## src/rtl/dmem_responder.sv

```systemverilog
// Data-port responder: turns single-cycle core loads/stores into valid/ready
// backing-memory transactions, with a one-word last-read buffer for repeat reads.
module dmem_responder #(
  parameter int MEM_AW = 30,
  parameter int CNT_W  = 32
) (
  input  logic              clk,
  input  logic              reset,
  input  logic [31:0]       dcache_addr,
  input  logic              dcache_re,
  input  logic [3:0]        dcache_we,
  input  logic [31:0]       dcache_din,
  output logic [31:0]       dcache_dout,
  output logic              stall,
  output logic              mem_req_valid,
  input  logic              mem_req_ready,
  output logic              mem_req_rw,
  output logic [MEM_AW-1:0] mem_req_addr,
  output logic [31:0]       mem_req_data,
  output logic [3:0]        mem_req_mask,
  input  logic              mem_resp_valid,
  input  logic [31:0]       mem_resp_data,
  output logic [CNT_W-1:0]  stall_cycles
);

  localparam logic [1:0] IDLE    = 2'd0;
  localparam logic [1:0] RD_REQ  = 2'd1;
  localparam logic [1:0] RD_WAIT = 2'd2;
  localparam logic [1:0] WR_REQ  = 2'd3;

  logic [1:0]        r_state;
  logic [MEM_AW-1:0] r_req_addr;
  logic [31:0]       r_req_data;
  logic [3:0]        r_req_mask;
  logic              r_req_rw;
  logic [31:0]       r_dout;
  logic              r_buf_valid;
  logic [MEM_AW-1:0] r_buf_tag;
  logic [31:0]       r_buf_data;
  logic [CNT_W-1:0]  r_stall_cycles;

  logic [MEM_AW-1:0] w_word_addr;
  logic              w_tag_hit;
  logic [31:0]       w_merged;
  logic              w_unused;

  assign w_word_addr = dcache_addr[MEM_AW+1:2];
  assign w_tag_hit   = r_buf_valid && (r_buf_tag == w_word_addr);
  assign w_unused    = ^dcache_addr[1:0];

  // Write-through merge of the store's enabled byte lanes into the buffered word.
  genvar gi;
  generate
    for (gi = 0; gi < 4; gi++) begin : g_merge
      assign w_merged[8*gi +: 8] = dcache_we[gi] ? dcache_din[8*gi +: 8]
                                                 : r_buf_data[8*gi +: 8];
    end
  endgenerate

  always_ff @(posedge clk or negedge reset) begin
    if (!reset) begin
      r_state     <= IDLE;
      r_req_addr  <= '0;
      r_req_data  <= '0;
      r_req_mask  <= '0;
      r_req_rw    <= 1'b0;
      r_dout      <= '0;
      r_buf_valid <= 1'b0;
      r_buf_tag   <= '0;
      r_buf_data  <= '0;
    end else begin
      case (r_state)
        IDLE: begin
          if (dcache_we != 4'h0) begin
            r_state    <= WR_REQ;
            r_req_rw   <= 1'b1;
            r_req_addr <= w_word_addr;
            r_req_data <= dcache_din;
            r_req_mask <= dcache_we;
            if (w_tag_hit) r_buf_data <= w_merged;
          end else if (dcache_re) begin
            if (w_tag_hit) begin
              r_dout <= r_buf_data;
            end else begin
              r_state    <= RD_REQ;
              r_req_rw   <= 1'b0;
              r_req_addr <= w_word_addr;
              r_req_mask <= 4'h0;
            end
          end
        end
        RD_REQ: if (mem_req_ready) r_state <= RD_WAIT;
        RD_WAIT: begin
          if (mem_resp_valid) begin
            r_state     <= IDLE;
            r_dout      <= mem_resp_data;
            r_buf_data  <= mem_resp_data;
            r_buf_tag   <= r_req_addr;
            r_buf_valid <= 1'b1;
          end
        end
        WR_REQ: if (mem_req_ready) r_state <= IDLE;
        default: r_state <= IDLE;
      endcase
    end
  end

  always_ff @(posedge clk or negedge reset) begin
    if (!reset) begin
      r_stall_cycles <= '0;
    end else if ((r_state != IDLE) && !(&r_stall_cycles)) begin
      r_stall_cycles <= r_stall_cycles + {{(CNT_W-1){1'b0}}, 1'b1};
    end
  end

  // Valid is decoded from state so an asynchronous reset drops it at once.
  assign stall         = (r_state != IDLE);
  assign mem_req_valid = (r_state == RD_REQ) || (r_state == WR_REQ);
  assign mem_req_rw    = r_req_rw;
  assign mem_req_addr  = r_req_addr;
  assign mem_req_data  = r_req_data;
  assign mem_req_mask  = r_req_mask;
  assign dcache_dout   = r_dout;
  assign stall_cycles  = r_stall_cycles;

endmodule
```

## config.mk

```make
export PLATFORM = sky130hd
export DESIGN_NAME = dmem_responder
export DESIGN_NICKNAME = d
export VERILOG_FILES = /design/src/rtl/dmem_responder.sv
export SDC_FILE = /design/constraint.sdc
export NUM_CORES = 1
export LEC_CHECK = 0
export BUFFER_PORTS_ARGS = -buffer_cell sky130_fd_sc_hd__clkbuf_2
export CAP_MARGIN = 30
export CORE_MARGIN = 2
export CORE_UTILIZATION = 55
export DETAILED_ROUTE_END_ITERATION = 8
export PLACE_DENSITY = 0.78
export SKIP_LAST_GASP = 1
export SLEW_MARGIN = 20
export SYNTH_ARGS = -nofsm -noshare
export SYNTH_HDL_FRONTEND = slang
export SYNTH_SLANG_ARGS = --single-unit
```

## constraint.sdc

```tcl
create_clock -name clk -period 2.81 [get_ports clk]
set_clock_uncertainty 0.1 [all_clocks]
set_input_delay 0.1405 -clock clk [delete_from_list [all_inputs] [get_ports clk]]
set_output_delay 0.1405 -clock clk [all_outputs]
set_load 0.02 [all_outputs]
```

Yosys cells after proc, flatten, opt, wreduce, memory -nomap -nowiden
Index checks and enable logic that the tools add are counted.
Widths: inputs -> output; s select.
{ "classes": {"multipliers": 0, "div": 0, "reduce_logical": 19, "n_addsub": 1, "n_shift": 0, "mux": 28, "n_eq_ne": 18, "n_bitwise": 0, "order_cmp": 0} }
{ "op_table": {"columns": ["cell", "count"], "rows": [
  ["$mux 32", 6],
  ["$pmux 32 s2", 2],
  ["$mux 30", 3],
  ["$add 32x1->32 const B", 1],
  ["$mux 8", 4],
  ["$reduce_and 32->1", 1],
  ["$eq 30x30->1", 1],
  ["$reduce_and 5->1", 6],
  ["$ne 2x2->1 const B", 11],
  ["$mux 2", 6],
  ["$mux 4", 3],
  ["$pmux 2 s4", 1],
  ["$ne 3x3->1 const B", 2],
  ["$reduce_bool 2->1", 3],
  ["$eq 2x2->1 const B", 2],
  ["$reduce_and 2->1", 2],
  ["$reduce_bool 4->1", 1],
  ["$mux 1", 3],
  ["$reduce_and 3->1", 1],
  ["$eq 2x1->1 const B", 1],
  ["$logic_and 1x1->1", 2],
  ["$logic_not 2->1", 1],
  ["$ne 2x1->1 const B", 1],
  ["$logic_not 1->1", 1],
  ["$logic_or 1x1->1", 1]
]} }
{ "word_totals": {"rom_bits": 0, "regBits": 196, "ram_bits": 0, "wordCells": 79, "out_inout_bits": 133, "mem_count": 0, "latch_bits": 0, "input_bits": 105} }

Depth between registers and ports, before layout
{ "logic_depth": {"word_depth": 6, "mapped_depth": 8, "ltp_nobuf": 6} }

Least setup slack after synthesis
Ideal clock, no wire load.
{ "synth_timing": {"path_kind": "reg-to-reg", "start": "register r_stall_cycles[0] (netlist: stall_cycles[0])", "end": "register r_stall_cycles[1] (netlist: stall_cycles[1])", "stages_incl_launch_ff": 6, "path_buffers": 0, "arrival_ns": 1.957, "setup_time_ns": 0.125, "path_slack_ns": 0.628, "period_less_slack_ns": 2.182, "required_time_ns": 2.585, "cell_sequence": "dfrtp_1 -> ha_1 -> nand4_1 -> nor4_2 -> a31oi_1 -> mux2_2"} }
{ "synth_between": {"elab_chain_cells": 3, "word_cells_on_any_way": 4, "classes_between": "1 x add/sub; 3 x reduce/logical"} }
{ "synth_rtl": {"columns": ["element", "line", "source"], "rows": [
  ["start: declaration", "40", "logic [CNT_W-1:0] r_stall_cycles;"],
  ["start signal: assignment", "112", "r_stall_cycles <= r_stall_cycles + {{(CNT_W-1){1'b0}}, 1'b1};"],
  ["parallel branches: the longest is 3 deep, another holds $add 32x1->32", null, null]
]} }
Parallel ways; which one is timed is not known.
A chain may end at the register's enable or synchronous reset.

Final worst setup path
{ "layout_timing": {"start": "input dcache_addr[24]", "end": "register r_state[0]"} }
{ "layout_between": {"elab_chain_cells": 4} }
{ "layout_rtl": {"columns": ["element", "line", "source"], "rows": [
  ["start: declaration", "9", "input logic [31:0] dcache_addr,"],
  ["$eq 30x30->1", "48", "assign w_tag_hit = r_buf_valid && (r_buf_tag == w_word_addr);"],
  ["$logic_and 1x1->1", "48", null],
  ["$ne 3x3->1 (no source line)", null, null],
  ["$reduce_and 5->1 (no source line)", null, null],
  ["end signal: assignment", "62", "r_state <= IDLE;"],
  ["end signal: assignment", "75", "r_state <= WR_REQ;"],
  ["end signal: assignment", "85", "r_state <= RD_REQ;"],
  ["end: declaration", "31", "logic [1:0] r_state;"]
]} }
No other way between the ends.

==> results.cfg <==
[setup_path]
required_ps = 3020
critical_path_peak_fanout = 28
endpoint_kind = register
cp_num_cells = 8
crit_path_cell_trace = dlygate4sd3_1 -> clkbuf_2 -> xor2_1 -> nor4_1 -> and4_2 -> buf_12 -> a21boi_1 -> o22a_1
crit_path_top_delay_cell = dlygate4sd3_1
startpoint_type = primary input
crit_family = simple AND/OR/NAND/NOR gates
crit_type = in2reg
arrival_ps = 2710
r2r_cells = 5
critical-path-max-stage-delay_ps = 540
worst-path-buf-inv = 3

[finish]
fin_util_pct = 69.7
area_delta_synth_final_pct = 25.1
drive_gt1_share_pct = 25.0
fin_nets = 1575
diodes = 0

[logic_synthesis]
muxShareOfSynthArea_pct = 3.90
synthArstFlopShare_pct = 100
synth-xor-area-share_pct = 4.93
synth_compound_area_share_pct = 16.8
synth-simple-area-share_pct = 23.8
syn_nets = 1312
synth_top_family_by_area = simple AND/OR/NAND/NOR gates
syn_area_sq_um = 10800
ys.warnings.count = 0
syn_inst = 1206
ys_seq_area_share_pct = 45.4
ys_ff_latch = 196
synthAdderAreaFrac_pct = 0.116
synth_cell_type_count = 46
synth.avg_cell_area_sq_um = 8.97
synth_edf_count = 0
ys.flop_type = dfrtp_1

[timing]
final-max-slew-violation-count = 0
setup-violations-final = 0
rsz0062_at_grt = no
hold_viol = 0
hold_ws_ps = 16.1
fin_tns_setup_ps = 0
worst_pin_slew_ps = 728
slew-limit-headroom_pct = 51.4
period_share_pct = 89.0
fin_crit_ps = 2500
fmax_mhz = 400

[global_route]
gr-usage-all-layers_pct = 31.1
grt_max_degree = 80
antenna_found_initial = 0
grt_overflow = 0
grt_pass1_wl_um = 51300
grt_pass1_vias = 10200

[place]
io_buffers = 235
hpwl_um = 20100
routabilityCongestion = 0.820

[cts]
clkTransAtPathRegs_ps = 70
cts-root-buf = clkbuf_16
insertion_delay_ps = 430
clock_path_buffers = 2
cts_tree = done
postCtsSetupRepairBufs = 0
htree_levels = 4
cts_resized = 0
cts_made_buffers = 17
cts.sinks = 196

[detailed_routing]
drc = 0
vias = 10400
route.antenna.remaining_nets = 0
vias_per_cell = 5.94
wire_per_inst_um = 18.3
drt_wl_total_um = 31900
drtPass1Iterations = 8
drtIter0Drc = 960

[floorplanning]
num_rows = 51
die_width_um = 144
ioPinCount = 238
dieArea_sq_um = 20800
die_y_um = 144
start_util_pct = 55.7
coreArea_sq_um = 19400

[job]
drv_cap = 0

[power]
ir_drop_uv = 879
p_leak_nw = 6.16
power_density_nw_per_um2 = 923

[hold_path]
min_path_type = in2reg
worstHoldPathCells = 4

[run_status]
status = complete, no violations
## synth_stat cells, types with 4 or more instances
cell / number / area [sq um]
dfrtp_1: 196 / 4900
nor2_1: 8 / 30.0
mux2_2: 25 / 282
buf_6: 4 / 45.0
a31oi_4: 5 / 106
and4_1: 4 / 35.0
nand2b_1: 35 / 219
nor4_1: 9 / 56.3
nor3_1: 8 / 40.0
and2_1: 5 / 31.3
mux2_1: 8 / 90.1
o2111ai_1: 30 / 263
a21oi_1: 95 / 475
xor2_1: 25 / 219
a31oi_1: 33 / 206
nand3_1: 134 / 671
clkbuf_1: 76 / 285
nand4_1: 45 / 282
and3_1: 5 / 31.3
nand2_1: 208 / 781
inv_1: 35 / 131
o211ai_2: 30 / 375
buf_2: 14 / 70.1
xnor2_1: 34 / 298
o21ai_0: 70 / 350
nand3b_1: 31 / 233
mux2i_1: 5 / 50.1
## worst paths after layout
| kind | start | slack [ps] | endpoint |
|---|---|---|---|
| setup / recovery | dcache_addr[24] | 310 | r_state[0] |
| hold / removal | mem_resp_data[17] | 20 | r_buf_data[17] |
| setup reg to reg | r_buf_tag[25] | 340 | dcache_dout[14] |
| hold reg to reg | mem_req_data[28] | 380 | mem_req_data[28] |
| max in group asynchronous | reset | 1580 | dcache_dout[5] |
| min in group asynchronous | reset | 190 | mem_req_data[29] |
## tightest hold or removal path, stage by stage
cell and delay [ps]:
clkbuf_2 70, nand2_1 70, o21ai_0 80, mux2_2 140
## power breakdown
| group | total [mW] | internal (mW) | switching, mW |
|---|---|---|---|
| clock | 2.21 | 1.15 | 1.06 |
| sequential | 4.76 | 3.88 | 0.880 |
| combinational | 5.53 | 2.09 | 3.44 |
| total | 12.5 | 7.12 | 5.38 |
## state kept, by name, summed over array words and instances (netlist names)
name and flops:
r_state 2, mem_req_mask 4, r_buf_tag 30, r_buf_data 32
mem_req_rw 1, dcache_dout 32, r_buf_valid 1, mem_req_addr 30
mem_req_data 32, stall_cycles 32
## metrics by stage
stage	cell area (sq um)	setup slack, ps	total power, mW	instances
global route	13500	186	13.3	1745
global placement	12200	398	9.93	1638
detailed placement	12200	369	10.2	1638
finish	13500	308	12.5	1745
floorplan	10800	628	8.37	1206
CTS	13500	359	12.5	1745
## layout make-up
class,count,area [sq um]
clock inverters,8,56.3
well taps,265,332
multi-input cells,876,5400
flip-flops and latches,196,4910
inverters,36,135
fillers,1514,5870
repair buffers,342,2240
clock buffers,22,454
## routing by layer
metal  vias to the layer above  wire (um)  track usage (%)
met5                         -          0                0
met4                         0        627             9.61
met3                        49       2740             6.03
met2                       510      15500             52.1
met1                      4995      13000             41.1
li1                       4817          -                -
## kinds of logic (layout without fill, tap and decap cells)
logic type	count (synthesis)	count (layout)
AOI/OAI and AO/OA	268	268
xor gates and xnor gates	60	60
adders and majority gates	1	1
buffers and inverters	134	408
DFF	196	196
muxes	38	38
and+or+nand+nor	509	509
## repair_timing
item                       CTS  global route
hold endpoints to repair   152             0
setup endpoints to repair    0             0
hold buffers                77             0
## cells in the final DEF, fill, tap and decap left out, drive strengths merged, types with 3 or more instances in the layout
cell type	n
nand2b	35
o21ai	70
and4	4
dfrtp	196
inv	37
a31oi	38
and2	5
a21oi	95
xor2	25
o211ai	32
nand4	47
nor4	12
nand2	208
mux2i	5
dlygate4sd3	77
or4	3
nor3	8
nand3	135
nor2	9
nand3b	31
xnor2	35
buf	30
and3	5
o2111ai	30
clkbuf	257
clkinvlp	5
mux2	33
(Power assumes the default switching activity.)
